### src/rtl/divider_pkg.sv
// divider_pkg: shared state encoding and default sizes for the divider
package divider_pkg;
  typedef enum logic [2:0] {IDLE, CHECK, SHIFT, FIXUP, DONE} div_state_t;
  localparam int DIV_WIDTH = 16;
  localparam int DIV_ITERS = DIV_WIDTH;
endpackage

### src/rtl/divider_step.sv
// divider_step: one combinational restoring-division iteration
module divider_step #(
  parameter int WIDTH = 16
) (
  input  logic [WIDTH-1:0] rem_i,
  input  logic [WIDTH-1:0] dvd_i,
  input  logic [WIDTH-1:0] divisor_i,
  output logic [WIDTH-1:0] rem_o,
  output logic [WIDTH-1:0] dvd_o,
  output logic             q_o
);
  logic [WIDTH:0] trial;
  assign trial = {rem_i, dvd_i[WIDTH-1]} - {1'b0, divisor_i};
  assign q_o   = ~trial[WIDTH];
  assign rem_o = q_o ? trial[WIDTH-1:0] : {rem_i[WIDTH-2:0], dvd_i[WIDTH-1]};
  assign dvd_o = {dvd_i[WIDTH-2:0], 1'b0};
endmodule

### src/rtl/divider.sv
// divider: multi-cycle restoring divider; DIVIDER_SIGNED_EN adds signed_op for signed division
module divider
  import divider_pkg::*;
#(
  parameter int WIDTH = DIV_WIDTH,
  parameter int ITERS = WIDTH
) (
  input  logic             clk,
  input  logic             rst,
  input  logic             start_flag,
`ifdef DIVIDER_SIGNED_EN
  input  logic             signed_op,
`endif
  input  logic [WIDTH-1:0] a,
  input  logic [WIDTH-1:0] b,
  output logic [WIDTH-1:0] quotient,
  output logic [WIDTH-1:0] remainder,
  output logic             busy,
  output logic             done,
  output logic             div_by_zero
);
  localparam int CW = $clog2(ITERS + 1);
  div_state_t state_q, state_d;
  logic [WIDTH-1:0] a_q, a_d, b_q, b_d, rem_q, rem_d, dvd_q, dvd_d;
  logic [WIDTH-1:0] quo_q, quo_d, rmd_q, rmd_d;
  logic [CW-1:0] cnt_q, cnt_d;
  logic dbz_q, dbz_d;
  logic neg_a, neg_b;
  logic [WIDTH-1:0] a_mag, b_mag, step_rem, step_dvd;
  logic step_q;
`ifdef DIVIDER_SIGNED_EN
  logic sop_q, sop_d;
  assign neg_a = sop_q & a_q[WIDTH-1];
  assign neg_b = sop_q & b_q[WIDTH-1];
`else
  assign neg_a = 1'b0;
  assign neg_b = 1'b0;
`endif
  assign a_mag = neg_a ? -a_q : a_q;
  assign b_mag = neg_b ? -b_q : b_q;
  divider_step #(.WIDTH(WIDTH)) u_step (
    .rem_i(rem_q),
    .dvd_i(dvd_q),
    .divisor_i(b_mag),
    .rem_o(step_rem),
    .dvd_o(step_dvd),
    .q_o(step_q)
  );
  // next-state and datapath updates for each FSM state
  always_comb begin
    state_d = state_q;
    a_d = a_q;
    b_d = b_q;
    rem_d = rem_q;
    dvd_d = dvd_q;
    cnt_d = cnt_q;
    quo_d = quo_q;
    rmd_d = rmd_q;
    dbz_d = dbz_q;
`ifdef DIVIDER_SIGNED_EN
    sop_d = sop_q;
`endif
    case (state_q)
      IDLE: if (start_flag) begin
        state_d = CHECK;
        a_d = a;
        b_d = b;
        dbz_d = 1'b0;
`ifdef DIVIDER_SIGNED_EN
        sop_d = signed_op;
`endif
      end
      CHECK: if (b_q == '0) begin
        state_d = DONE;
        quo_d = '1;
        rmd_d = a_q;
        dbz_d = 1'b1;
      end else begin
        state_d = SHIFT;
        rem_d = '0;
        dvd_d = a_mag;
        cnt_d = CW'(ITERS);
      end
      SHIFT: begin
        rem_d = step_rem;
        dvd_d = step_dvd | {{(WIDTH-1){1'b0}}, step_q};
        cnt_d = cnt_q - CW'(1);
        state_d = (cnt_q == CW'(1)) ? FIXUP : SHIFT;
      end
      FIXUP: begin
        state_d = DONE;
        quo_d = (neg_a ^ neg_b) ? -dvd_q : dvd_q;
        rmd_d = neg_a ? -rem_q : rem_q;
      end
      default: state_d = IDLE;
    endcase
  end
  // state and datapath registers with synchronous reset
  always_ff @(posedge clk) begin
    if (rst) begin
      state_q <= IDLE;
      a_q <= '0;
      b_q <= '0;
      rem_q <= '0;
      dvd_q <= '0;
      cnt_q <= '0;
      quo_q <= '0;
      rmd_q <= '0;
      dbz_q <= 1'b0;
`ifdef DIVIDER_SIGNED_EN
      sop_q <= 1'b0;
`endif
    end else begin
      state_q <= state_d;
      a_q <= a_d;
      b_q <= b_d;
      rem_q <= rem_d;
      dvd_q <= dvd_d;
      cnt_q <= cnt_d;
      quo_q <= quo_d;
      rmd_q <= rmd_d;
      dbz_q <= dbz_d;
`ifdef DIVIDER_SIGNED_EN
      sop_q <= sop_d;
`endif
    end
  end
  assign quotient    = quo_q;
  assign remainder   = rmd_q;
  assign div_by_zero = dbz_q;
  assign busy        = state_q != IDLE;
  assign done        = state_q == DONE;
endmodule

### config.mk
export PLATFORM = sky130hd
export DESIGN_NAME = divider
export DESIGN_NICKNAME = d
export VERILOG_FILES = /design/src/rtl/divider_pkg.sv /design/src/rtl/divider_step.sv /design/src/rtl/divider.sv
export SDC_FILE = /design/constraint.sdc
export NUM_CORES = 1
export LEC_CHECK = 0
export BUFFER_PORTS_ARGS = -buffer_cell sky130_fd_sc_hd__buf_2
export CELL_PAD_IN_SITES_DETAIL_PLACEMENT = 2
export CELL_PAD_IN_SITES_GLOBAL_PLACEMENT = 2
export CORE_ASPECT_RATIO = 2
export CORE_MARGIN = 10
export CORE_UTILIZATION = 33
export CTS_CLUSTER_SIZE = 8
export DETAILED_ROUTE_END_ITERATION = 10
export GPL_TIMING_DRIVEN = 0
export PLACE_DENSITY = 0.82
export SLEW_MARGIN = 20
export SYNTH_ARGS = -nofsm -noshare
export SYNTH_HDL_FRONTEND = slang
export SYNTH_SLANG_ARGS = --single-unit
### constraint.sdc
create_clock -name clk -period 3.7 [get_ports clk]
set_input_delay 0.185 -clock clk [delete_from_list [all_inputs] [get_ports clk]]
set_output_delay 0.185 -clock clk [all_outputs]
set_load 0.005 [all_outputs]
==> reports/qor.yml <==
swShare: 0.3474
dieArea_sq_um: 20710
synth_common_cells: "nand2_1, dfxtp_1, nor2_1"
track_usage: 0.1859
totalWireLength_mm: 19.34
place_congestion: 0.9041
nets: 766
row_count: 63
worst_setup_path_start_kind: "register"
share_comb_of_total_power: 0.261
fin_util: 0.3952
finalCritPeriodShare: 0.8465
root_buffer: "clkbuf_16"
path_max_fanout: 10
drive_gt1_frac: 0.1367
synth_largest_area_cell: "dfxtp_1"
postCtsSetupBuffers: 0
grt_setup_unrepaired: "no"
grt_pass1_vias: 5489
synth_area_leaders: "dfxtp_1, nand2_1, a21oi_1"
clock_power_share: 0.316
cts_tree: "done"
p_per_area_nw_per_um2: 522.4
routedWlPerCell_um: 21.21
htreeDepth: 3
max_freq_mhz: 319.3
synth_area_sq_um: 4981
finalMaxSlewViolations: 0
numCtsBuffers: 9
setup_viol: 0
fin_crit_ns: 3.132
layout.filler_cells: 1790
syn_area_per_cell_sq_um: 7.869
antenna_found_initial: 0
hpwlAfterDp_mm: 15.80
die_h_um: 193.7
leakage_nw: 2.296
dpl_cell_area_sq_um: 5565
clkLatencyLatePin_ns: 0.37
drc_errors: 0
endpoint_kind: "register"
drv_cap: 0
clockBufferDepth: 2
tightest_slew_ns: 0.7798
cts_resized: 0
netlist_instances: 633
yosysWarningCount: 0
pwr-share-seq: 0.423
path_class: "reg -> reg"
drtIter0Drc: 194
power_switching_mw: 1.063
post-place-ws_ns: 0.5506
grt_overflow: 0
syn2layout_area_growth_pct: 17.58
outcome: "finished clean"
tns_ns: 0
syn_nets: 687
portBuffers: 68
yosys_register_bits: 105
hp-class: "in -> reg"
synth_top_area_share: 0.4220
async_flop_share: 0
final_cell_area_sq_um: 5857
grt_pass1_wl_mm: 30.39
die_w_um: 106.9
synth_enable_flop_cells: 0
internal_power_mw: 1.997
ios: 70
num_antenna_cells: 0
grt_max_degree: 21
drtAntennaViolNets: 0
cp.required_ns: 3.94
viasPerCell: 5.294
ys_types: 45
start_util: 0.3361
core-area_sq_um: 14820
vias: 4828
slew_headroom: 0.4801
hold_viol: 0
setup_ws_ns: 0.5681
dr.pass1.iters: 4
clkTransAtPathRegs_ns: 0.08
synth_most_common_cell: "nand2_1"
cts-hold-fix-buffers: 0
ys_seq_area_frac: 0.4220
arrival_ns: 3.37
synth_flop_cell: "dfxtp_1"
ir_drop_mv: 0.2567
clock_sinks: 105
clock_skew_ns: 0.01037
==> cell families after synthesis <==
kind of cell,count (synthesis),share of synthesized area
buffers and inverters,64,0.05250
AND/OR/NAND/NOR,278,0.2354
multiplexers,16,0.03215
AO/OA/AOI/OAI,134,0.1751
XOR/XNOR,17,0.03366
adder cells (fa/ha/maj),19,0.04923
flip-flops,105,0.4220
==> state kept, by name, indices dropped and copies added, names as in the netlist <==
register	flops
quotient	16
rem_q	16
remainder	16
state_q	3
b_mag	16
dvd_q	16
a_mag	16
cnt_q	5
div_by_zero	1
==> through the flow <==
step	instances	total power, mW	hold WS (ns)
after floorplan	633	1.840	0.3210
after global placement	896	2.078	0.4301
after detailed placement	896	2.120	0.4374
after CTS	912	3.087	0.05512
after global routing	912	3.210	0.05592
final	912	3.060	0.05254
==> layout make-up <==
cell class                 instances  area (sq um)  share of cell area
buffer                            42         178.9             0.03055
clock buffer                       9         225.2             0.03845
clock inverter                     7         66.31             0.01132
inverter                          22         82.58             0.01410
multi-input combinational        464          2618              0.4469
sequential                       105          2102              0.3589
tap                              195         244.0             0.04166
timing repair buffer              68         340.3             0.05811
==> metal layers <==
metal | vias to the layer above | global-route usage | routed length, um
met5 | - | 0 | 0
met4 | 0 | 0.08547 | 826
met3 | 36 | 0.02364 | 420
met2 | 83 | 0.3765 | 11420
met1 | 2375 | 0.1710 | 6679
li1 | 2334 | - | -
==> cells in the final DEF, fill, tap and decap left out, types with 9 or more instances in the layout <==
| master | count |
|---|---|
| nand2_1 | 135 |
| a311oi_1 | 27 |
| clkbuf_16 | 9 |
| a21oi_1 | 59 |
| nor2_1 | 76 |
| nand3_1 | 19 |
| dfxtp_1 | 105 |
| xor2_1 | 9 |
| ha_1 | 18 |
| buf_2 | 72 |
| mux2i_1 | 16 |
| clkbuf_1 | 37 |
| nor3_1 | 23 |
| o21ai_0 | 14 |
| inv_1 | 22 |
==> power groups by stage <==
stage / Clock, mW / Sequential [mW] / Combinational (mW)
3_5_place_dp: 0 / 1.32 / 0.801
2_1_floorplan: 0 / 1.29 / 0.549
4_1_cts: 0.981 / 1.29 / 0.812
6_report: 0.968 / 1.29 / 0.799
3_3_place_gp: 0 / 1.31 / 0.765
5_1_grt: 1.02 / 1.30 / 0.882
==> critical path: stages, from the launching register on <==
cell	delay, ns
dfxtp_1	0.40
ha_1	0.19
inv_1	0.06
fa_1	0.44
a211oi_1	0.37
o21ai_2	0.16
a21boi_2	0.28
o211ai_4	0.14
xor2_4	0.41
buf_12	0.21
mux2i_1	0.26
o21ai_1	0.08
==> worst paths after layout <==
| kind | slack [ns] | from | cells past startpoint | to |
|---|---|---|---|---|
| hold / removal | 0.05 | a[3] | 3 | a_mag[3]$_SDFFE_PP0P_ |
| setup reg to reg | 0.57 | b_mag[0]$_SDFFE_PP0P_ | 11 | rem_q[15]$_SDFFE_PP0P_ |
| hold reg to reg | 0.49 | b_mag[13]$_SDFFE_PP0P_ | 2 | b_mag[13]$_SDFFE_PP0P_ |
| setup / recovery | 0.57 | b_mag[0]$_SDFFE_PP0P_ | 11 | rem_q[15]$_SDFFE_PP0P_ |
No activity file was read; power rests on OpenSTA's default activity.
